`src/rtl/divider_pkg.sv`:
```
// divider_pkg: shared definitions for the sequential N-by-M divider.
//   state_t  : FSM encodings S_IDLE, S_CHECK, S_STEP, S_DONE (2 bits wide)
//   clog2()  : counter width helper, used as clog2(K+1) so the counter can hold K
package divider_pkg;

  localparam int STATE_W = 2;

  typedef enum logic [STATE_W-1:0] {
    S_IDLE  = 2'd0,
    S_CHECK = 2'd1,
    S_STEP  = 2'd2,
    S_DONE  = 2'd3
  } state_t;

  // Smallest width w (at least 1) such that 2**w >= v.
  function automatic int clog2(input int v);
    int w;
    w = 1;
    while ((1 << w) < v) begin
      w = w + 1;
    end
    return w;
  endfunction

endpackage

```
`src/rtl/div_step_unit.sv`:
```
// div_step_unit: one combinational restoring-division step.
//   t      in  M+1  trial value {R, next dividend bit}
//   y      in  M    divisor
//   r_next out M    remainder after the step (t-y if t>=y, else t)
//   q_bit  out 1    1 when t >= y
// The feasibility check reuses this unit with t = {1'b0, R}, so q_bit
// then reads as "R >= Y".
module div_step_unit #(
  parameter int M = 4
) (
  input  logic [M:0]   t,
  input  logic [M-1:0] y,
  output logic [M-1:0] r_next,
  output logic         q_bit
);

  always_comb begin
    q_bit  = (t >= {1'b0, y});
    // When t >= y the true difference is < y, so it fits in M bits and the
    // low M bits of the modular subtraction are exact.
    r_next = q_bit ? (t[M-1:0] - y) : t[M-1:0];
  end

endmodule

```
`src/rtl/seq_nbym_divider.sv`:
```
// seq_nbym_divider: radix-2 restoring divider, one quotient bit per clock.
//   clock   in  1    rising-edge clock
//   reset_  in  1    synchronous active-low reset
//   soc     in  1    start of conversion, honoured only in IDLE
//   x       in  N    dividend, captured on the accepting edge
//   y       in  M    divisor, captured on the accepting edge
//   eoc     out 1    1 = idle or result valid, 0 = busy
//   q       out N-M  quotient
//   r       out M    remainder
//   no_div  out 1    1 = last operation infeasible (overflow or y == 0)
module seq_nbym_divider
  import divider_pkg::*;
#(
  parameter int N = 8,
  parameter int M = 4
) (
  input  logic           clock,
  input  logic           reset_,
  input  logic           soc,
  input  logic [N-1:0]   x,
  input  logic [M-1:0]   y,
  output logic           eoc,
  output logic [N-M-1:0] q,
  output logic [M-1:0]   r,
  output logic           no_div
);

  localparam int K  = N - M;
  localparam int CW = clog2(K + 1);

  state_t         state_q, state_d;
  logic [M-1:0]   part_q, part_d;     // partial remainder R
  logic [K-1:0]   dsr_q, dsr_d;       // remaining dividend bits, MSB first
  logic [M-1:0]   y_q, y_d;
  logic [K-1:0]   quo_q, quo_d;
  logic [M-1:0]   rem_q, rem_d;
  logic           no_div_q, no_div_d;
  logic [CW-1:0]  cnt_q, cnt_d;

  logic [M:0]     step_t;
  logic [M-1:0]   step_r;
  logic           step_bit;

  // CHECK compares R against Y alone; STEP brings in the next dividend bit.
  assign step_t = (state_q == S_CHECK) ? {1'b0, part_q} : {part_q, dsr_q[K-1]};

  div_step_unit #(.M(M)) u_step (
    .t      (step_t),
    .y      (y_q),
    .r_next (step_r),
    .q_bit  (step_bit)
  );

  always_comb begin
    state_d  = state_q;
    part_d   = part_q;
    dsr_d    = dsr_q;
    y_d      = y_q;
    quo_d    = quo_q;
    rem_d    = rem_q;
    no_div_d = no_div_q;
    cnt_d    = cnt_q;

    case (state_q)
      S_IDLE: begin
        if (soc) begin
          part_d   = x[N-1:K];
          dsr_d    = x[K-1:0];
          y_d      = y;
          quo_d    = '0;
          rem_d    = '0;
          no_div_d = 1'b0;
          state_d  = S_CHECK;
        end
      end
      S_CHECK: begin
        // R >= Y means the quotient would not fit in K bits (or Y == 0).
        if (step_bit) begin
          no_div_d = 1'b1;
          quo_d    = '0;
          rem_d    = '0;
          state_d  = S_DONE;
        end else begin
          cnt_d   = CW'(K);
          state_d = S_STEP;
        end
      end
      S_STEP: begin
        part_d = step_r;
        quo_d  = (quo_q << 1) | K'(step_bit);
        dsr_d  = dsr_q << 1;
        cnt_d  = cnt_q - CW'(1);
        if (cnt_q == CW'(1)) begin
          rem_d   = step_r;
          state_d = S_DONE;
        end
      end
      S_DONE: begin
        // A held soc must not retrigger; require it to drop first.
        if (!soc) begin
          state_d = S_IDLE;
        end
      end
      default: state_d = S_IDLE;
    endcase
  end

  always_ff @(posedge clock) begin
    if (!reset_) begin
      state_q  <= S_IDLE;
      part_q   <= '0;
      dsr_q    <= '0;
      y_q      <= '0;
      quo_q    <= '0;
      rem_q    <= '0;
      no_div_q <= 1'b0;
      cnt_q    <= '0;
    end else begin
      state_q  <= state_d;
      part_q   <= part_d;
      dsr_q    <= dsr_d;
      y_q      <= y_d;
      quo_q    <= quo_d;
      rem_q    <= rem_d;
      no_div_q <= no_div_d;
      cnt_q    <= cnt_d;
    end
  end

  assign eoc    = (state_q == S_IDLE) || (state_q == S_DONE);
  assign q      = quo_q;
  assign r      = rem_q;
  assign no_div = no_div_q;

endmodule

```
`config.mk`:
```
export PLATFORM = sky130hd
export DESIGN_NAME = seq_nbym_divider
export DESIGN_NICKNAME = d
export VERILOG_FILES = /design/src/rtl/divider_pkg.sv /design/src/rtl/div_step_unit.sv /design/src/rtl/seq_nbym_divider.sv
export SDC_FILE = /design/constraint.sdc
export NUM_CORES = 1
export LEC_CHECK = 0
export ABC_AREA = 1
export ABC_CLOCK_PERIOD_IN_PS = 2240
export CORE_MARGIN = 8
export CORE_UTILIZATION = 35
export CTS_CLUSTER_DIAMETER = 60
export DETAILED_ROUTE_END_ITERATION = 7
export GPL_TIMING_DRIVEN = 1
export PLACE_DENSITY = 0.6
export SLEW_MARGIN = 20
export SYNTH_ARGS = -nofsm -noshare
export SYNTH_HDL_FRONTEND = slang
export SYNTH_SLANG_ARGS = --single-unit
```
`constraint.sdc`:
```
create_clock -name clock -period 2.24 [get_ports clock]
set_input_delay 0.224 -clock clock [delete_from_list [all_inputs] [get_ports clock]]
set_output_delay 0.224 -clock clock [all_outputs]
set_load 0.01 [all_outputs]
```
# Word level (Yosys, flattened, before mapping)
# Index checks and enable logic that the tools add are counted.
# totals
ff_bits	26
latchBits	0
ramBits	0
rom_bits	0
in_bits	15
wordCells	55
n_memories	0
# op_classes
addsub	2
multipliers	0
div_mod_pow	0
order_cmp	1
eq_ne	9
n_shift	0
mux	21
n_bitwise	1
reduce_logical	13
# op_table
op	count
$mux 4	6
$pmux 4 s3	2
$pmux 4 s2	2
$ne 2x2->1 const B	5
$reduce_and 3->1	3
$pmux 2 s4	1
$mux 2	3
$pmux 3 s2	1
$reduce_and 2->1	3
$reduce_bool 2->1	3
$ge 5x4->1	1
$mux 5	1
$eq 2x2->1 const B	2
$or 4x1->4	1
$reduce_and 4->1	1
$sub 4x4->4	1
$eq 3x1->1 const B	1
$mux 1	3
$mux 3	1
$reduce_bool 3->1	1
$sub 3x1->3 const B	1
$eq 2x1->1 const B	1
$logic_not 2->1	1
$pmux 1 s2	1
$logic_or 1x1->1	1

# Logic depth before layout (Yosys ltp)
# Gate-level depths: netlist of run 1.
# logic_depth
ltp_word	6
mapped_depth	18
mapped_depth_nobuf	17

# Cells and area by module
# A second synthesis of run 1 with hierarchy kept.
# hier_totals
hier_cells	242
area_unflattened_um2	1599.0
# modules_own_cells
module	n_inst	cells_per_inst	area_per_inst_um2
seq_nbym_divider	1	203	1345.0
div_step_unit	1	39	254.0

# Least setup slack after synthesis of run 1
# Ideal clock, no wire load.
# synth_path
path_kind	register to register
from	register state_q[1]
to	register rem_q[1] (netlist: r[1])
arrival_time_ps	2087
required_time_ps	2126
setup_slack_ps	39
stages_incl_launch_ff	15
path_cell_list	dfxtp_1 > inv_1 > ha_1 > buf_4 > inv_2 > o21ai_0 > ha_1 > a21oi_2 > nand2_1 > nand2_2 > nand3_4 > nand3_2 > nand2_1 > nand2_1 > nor2_1
# synth_via
elab_chain_len	6
# synth_lines
element	line_no	rtl
start, declared	seq_nbym_divider.sv:31	state_t state_q, state_d;
start signal, assigned	seq_nbym_divider.sv:119	state_q <= state_d;
$eq 2x1->1	seq_nbym_divider.sv:45, seq_nbym_divider.sv:64	
$mux 5	seq_nbym_divider.sv:45	assign step_t = (state_q == S_CHECK) ? {1'b0, part_q} : {part_q, dsr_q[K-1]};
$sub 4x4->4 / $ge 5x4->1 (equally long branches)	div_step_unit.sv:21, div_step_unit.sv:18	
$mux 4	div_step_unit.sv:21	r_next = q_bit ? (t[M-1:0] - y) : t[M-1:0];
$mux 4	seq_nbym_divider.sv:93	if (cnt_q == CW'(1)) begin
$pmux 4 s3	seq_nbym_divider.sv:64	case (state_q)
end signal, assigned	seq_nbym_divider.sv:124	rem_q <= rem_d;
end, declared	seq_nbym_divider.sv:36	logic [M-1:0] rem_q, rem_d;
# Several ways; a longest one is shown, not always the timed one. The select of a mux whose other input is x is not followed.
# A chain may end at the register's enable or synchronous reset.

# Worst setup path in the final report of run 1
# layout_path
from	register state_q[1]
to	register rem_q[2] (netlist: r[2])
# Same word-level chain as after synthesis.

==> metrics, run 1 <==
most common cell after layout, fill and taps aside nand2_1; Starting Density 35.6%; area of the die 6700 um2; clock network fraction of total power 11.5%; compound-cell area share of the yosys netlist 17.9%; CTS clk-pin slew, worst paths 0.09 ns; Final Max Slew Viols 0; Root Driver clkbuf_8; TritonRoute pass-1 iters 4; layout cells sized above 1 18.5%; Avg WL per Cell 11.8 um; WP data arrival 2.36 ns; fraction of synthesized area in multiplexers 0%; mean number of vias per cell 4.75; Slew HR 68.5%; RD Place Congestion 0.805; nets 288; HP Class reg2reg; Synth Area in Adders 10.4%; die width 81.9 um; Sequential Power Share 21.6%; drt drc 0; Routed Antenna Nets 0; Critical Path Fanout Max 8; Post-Route WL 3670 um; global-route wire length before repair 5750 um; total CTS buffers 3; Clock Sinks 26; Tmin final 2.18 ns; GRT Util Overall 10.9%; Vias 1,482; sequential area share after synthesis 34.3%; maximum buffer depth of the clock tree 2; antenna cells 0; most used routing layer met2; Post-Synth XOR/XNOR Area 0.577%; main combinational cell family by area after synthesis simple AND/OR/NAND/NOR gates; cell internal pwr 1.84 mW; post-synth top area share 34.3%; Layout Cells excl Fill 312; Worst path max stage delay 0.34 ns; Area contributors post-synth dfxtp_1 34%, nand2_1 15%, ha_1 9.1%; Post-Syn Nets 248; dpl cells 305; slowest cell on the critical path dfxtp_2; kind of critical path reg2reg; met1 Use GR 14.0%; Peak supply drop 598 uV; Crit path required time 2.41 ns; most frequent cells in the layout 54 x nand2_1, 25 x dfxtp_1, 24 x inv_1, 24 x clkdlybuf4s50_1, 23 x a21oi_1; GRT met3 Usage 1.97%; simple-gate share of the synthesized area 27.2%; fill count 425; Yosys top cell by area dfxtp_1; Worst setup EP type flop; flops & latches, synth 26; gr ovfl total 0; met2 GRT Util 17.6%; Synth Instances 221; H-tree levels 1; highest clock rate 0.459 GHz; final setup vio count 0; initial antenna violation count 0; crit-path most repeated cell nand2_1; Unique masters post-synth 24; Startpoint Class flop; # hold bufs at CTS 0; worst clock skew 0.00187 ns; PwrDens 1630 nW/um2; placed cell areas 1900 um2; num ports 25; Clock Latency Late Sink 0.27 ns; status finished clean; combinational power share 66.9%; fin area 2070 um2; crit path cell chain inv_2 > ha_4 > buf_4 > nand2_1 > o21ai_2 > ha_1 > nand2_1 > clkinv_1 > nand2_1 > nand2_2 > nand2_4 > nand3_4 > nand3_4 > nand2_1 > nand2_1 > nor2_1; core area 4260 um2; largest net degree at the start of global routing 19; initial DRC count 91; multi-input logic area 925 um2; fin crit share 97.4%; Row Count 24; sw power 1.54 mW; leakage 0.913 nW; HPWL Detailed 2760 um; Buf+Inv Stages, Crit Path 3; number of global-route vias before repair 1,317; actual slew at the worst max-slew pin 0.470 ns; max-cap violations 0; average size of a mapped cell 6.87 um2; chip height 81.9 um; YS warnings 0; P&R area growth vs syn 36.3%; register area 522 um2; Hold Vio Cnt, Final 0; Syn Std Cell Area 1520 um2; CTS tree yes; Buffers on Ports 24; switching part of the total 45.6%; CP delay by family, top simple AND/OR/NAND/NOR gates
## synth_stat cells (all sizes together)
cell type / number
nor2: 17
nand2: 62
buf: 6
o21ai: 18
inv: 28
fa: 1
nand3: 17
xnor2: 1
clkbuf: 1
a211oi: 1
a31oi: 3
ha: 11
dfxtp: 26
a21oi: 27
clkinv: 1
or2: 1
## through the flow
stage          hold slack, ns  setup TNS (ns)  power, mW  setup slack, ns  util [%]
6_report                0.469               0       3.38           0.0591      48.6
5_1_grt                 0.501          -0.552       3.72          -0.0717      48.6
4_1_cts                 0.472               0       3.15          0.00239      46.4
3_5_place_dp            0.456          -0.101       2.72          -0.0240      44.5
3_3_place_gp            0.453          -0.249       2.73          -0.0485      44.5
2_1_floorplan           0.383               0       2.05           0.0389         -
## final timing paths
| path | startpoint | endpoint | slack (ns) | depth (start not counted) |
|---|---|---|---|---|
| setup reg to reg | state_q[1] | r[2] | 0.06 | 16 |
| setup / recovery | state_q[1] | r[2] | 0.06 | 16 |
| hold reg to reg | no_div | no_div | 0.47 | 2 |
| hold / removal | no_div | no_div | 0.47 | 2 |
## power by group through the flow
stage / sequential [mW] / clock, mW / combinational (mW)
final: 0.731 / 0.390 / 2.26
after detailed placement: 0.733 / 0 / 1.99
after global placement: 0.731 / 0 / 1.99
after CTS: 0.722 / 0.403 / 2.03
after global routing: 0.753 / 0.426 / 2.54
after floorplan: 0.757 / 0 / 1.30
## routing by layer
layer	part of all wire [%]	vias to the layer above	wire, um
li1	-	787	-
met1	47	662	1730
met2	47	26	1710
met3	4.3	7	157
met4	1.9	0	70
met5	0	-	0
## state kept, by name (all words and copies together) (netlist names)
name	cells
no_div	1
r	4
q	4
y_q	4
state_q	2
cnt_q	3
part_q	4
dsr_q	4
## final cells by class
class                           count  share of cell area, %
Clock buffer                        3                   1.99
Clock inverter                      1                   1.45
Inverter                           29                   5.26
Multi-Input combinational cell    159                   44.7
Sequential cell                    26                   25.2
Tap cell                           52                   3.14
Timing Repair Buffer               42                   18.3
## worst reg2reg max path, delay by kind of cell (launching register included)
kind	cells	cell delay (ns)
buffers and inverters	3	0.30
adders and majority gates	2	0.48
and+or+nand+nor	10	0.90
AOI/OAI and AO/OA	1	0.07
DFF	1	0.34
## repair_timing
action / in CTS / in global routing
setup endpoints to repair: 14 / 17
buffers inserted: 0 / 3
resized for setup: 4 / 18
pin swaps: 0 / 6
## cells by family after synthesis
group | after synthesis
simple gates | 97
compound gates | 49
buf+inv | 36
flops | 26
fa+ha+maj | 12
xor+xnor | 1
(Power assumes the default switching activity.)
==> inputs of run 2 (changes only) <==
--- a/config.mk
+++ b/config.mk
@@ -12,8 +12,8 @@
 export CTS_CLUSTER_DIAMETER = 60
 export DETAILED_ROUTE_END_ITERATION = 7
 export GPL_TIMING_DRIVEN = 1
-export PLACE_DENSITY = 0.6
 export SLEW_MARGIN = 20
 export SYNTH_ARGS = -nofsm -noshare
 export SYNTH_HDL_FRONTEND = slang
 export SYNTH_SLANG_ARGS = --single-unit
+export TNS_END_PERCENT = 5
==> metrics, run 2 (synthesis gave the netlist of run 1 again) <==
status finished clean; total CTS buffers 3; Startpoint Class flop; clock network fraction of total power 11.8%; RSZ-0062 raised after global routing yes; reg-to-reg slack, setup 0.07 ns; Root Driver clkbuf_8; FF-to-FF End q[3]; fin crit share 97.0%; Post-Route WL 3560 um; initial DRC count 127; gr ovfl total 0; CTS clk-pin slew, worst paths 0.09 ns; max-cap violations 0; final hold slack 0.469 ns; WP data arrival 2.39 ns; TritonRoute pass-1 iters 4; final setup vio count 0; HP Class reg2reg; multi-input logic area 925 um2; chip height 81.9 um; RD Place Congestion 0.805; RR Startpoint state_q[1]; Final Max Slew Viols 0; H-tree levels 1; reg2reg path depth 17; CTS tree yes; nets 286; Row Count 24; Layout Cells excl Fill 310; largest net degree at the start of global routing 19; Sequential Power Share 21.8%; Avg WL per Cell 11.5 um; num ports 25; Hold Startpoint no_div; Peak supply drop 588 uV; # hold bufs at CTS 0; die width 81.9 um; GRT Util Overall 10.9%; kind of critical path reg2reg; actual slew at the worst max-slew pin 0.475 ns; fill count 430; Clock Sinks 26; layout cells sized above 1 17.4%; crit path cell chain inv_1 > ha_4 > buf_4 > nand2_1 > o21ai_2 > ha_1 > nand2_1 > clkinv_1 > nand2_1 > nand2_2 > nand2_4 > nand3_4 > nand2_2 > inv_2 > nand2_1 > nand2_1 > nor2_1; antenna cells 0; sw power 1.52 mW; most frequent cells in the layout 54 x nand2_1, 25 x inv_1, 25 x dfxtp_1, 24 x clkdlybuf4s50_1, 23 x a21oi_1; Vias 1,474; Worst path max stage delay 0.33 ns; Hold Vio Cnt, Final 0; hold endpoint no_div; global-route wire length before repair 5750 um; hold path cells 2; highest clock rate 0.460 GHz; slowest cell on the critical path dfxtp_2; maximum buffer depth of the clock tree 2; HPWL Detailed 2760 um; Crit path required time 2.46 ns; PwrDens 1630 nW/um2; Tmin final 2.17 ns; initial antenna violation count 0; mean number of vias per cell 4.75; Worst setup EP type flop; drt drc 0; leakage 0.903 nW; Starting Density 35.6%; register area 522 um2; switching part of the total 45.5%; Buffers on Ports 24; most common cell after layout, fill and taps aside nand2_1; area of the die 6700 um2; number of global-route vias before repair 1,317; Routed Antenna Nets 0; worst clock skew 0.00300 ns; crit-path most repeated cell nand2_1; Slew HR 68.2%; Clock Latency Late Sink 0.27 ns; P&R area growth vs syn 35.3%; core area 4260 um2; Crit. Startpoint state_q[1]; Critical Path Fanout Max 6; combinational power share 66.4%; cell internal pwr 1.82 mW; dpl cells 305
-- run 2: cell types whose count changed in the layout (fill, tap and decap cells not counted) --
| cell | delta |
|---|---|
| inv_1 | +1 |
| buf_4 | -2 |
| inv_2 | -1 |
-- run 2: routing by layer --
layer / routed length (um) / global-route usage [%] / vias up / share of wire, %
met5: 0 / 0 / - / 0
met4: 69 / 4.21 / 0 / 1.9
met3: 140 / 1.97 / 7 / 3.9
met2: 1680 / 17.6 / 18 / 47
met1: 1680 / 14.0 / 664 / 47
li1: - / - / 785 / -
-- run 2: cell type report --
| type | instances | area share [%] |
|---|---|---|
| multi-input combinational | 159 | 45.0 |
| sequential | 26 | 25.4 |
| timing repair buffer | 40 | 17.7 |
| inverter | 29 | 5.30 |
| tap | 52 | 3.16 |
| clock buffer | 3 | 2.01 |
| clock inverter | 1 | 1.46 |
-- run 2: worst max-delay path by stage --
stage,endpoint
2_1_floorplan,r[1]
6_report,q[3]
3_3_place_gp,r[3]
5_1_grt,q[1]
4_1_cts,part_q[3]
3_5_place_dp,r[3]
-- run 2: what timing repair did --
item,4_1_cts,5_1_grt
resized for setup,4,17
endpoints found under the setup margin,14,17
setup buffers,0,1
pin swaps,0,4
-- run 2: worst max-delay path, delay by kind of cell (launching register included) --
family,cells,cell delay (ns)
AND/OR/NAND/NOR,10,0.84
adder cells (fa/ha/maj),2,0.49
buffers and inverters,4,0.37
flip-flops,1,0.33
AO/OA/AOI/OAI,1,0.08
-- run 2: metrics by stage --
stage / setup WS (ns) / setup TNS (ns) / utilization [%] / total power, mW / area, um2
6_report: 0.0673 / 0 / 48.2 / 3.34 / 2060
3_3_place_gp: -0.0485 / -0.249 / 44.5 / 2.73 / 1900
4_1_cts: 0.00239 / 0 / 46.4 / 3.15 / 1980
2_1_floorplan: 0.0389 / 0 / - / 2.05 / 1520
3_5_place_dp: -0.0240 / -0.101 / 44.5 / 2.72 / 1900
5_1_grt: -0.0804 / -0.716 / 48.2 / 3.68 / 2060
-- run 2: power groups by stage --
stage | registers (mW) | clock network [mW] | logic [mW]
after floorplan | 0.757 | 0 | 1.30
after global placement | 0.731 | 0 | 1.99
after detailed placement | 0.733 | 0 | 1.99
after CTS | 0.722 | 0.403 | 2.03
after global routing | 0.751 | 0.426 | 2.51
final | 0.729 | 0.394 | 2.22
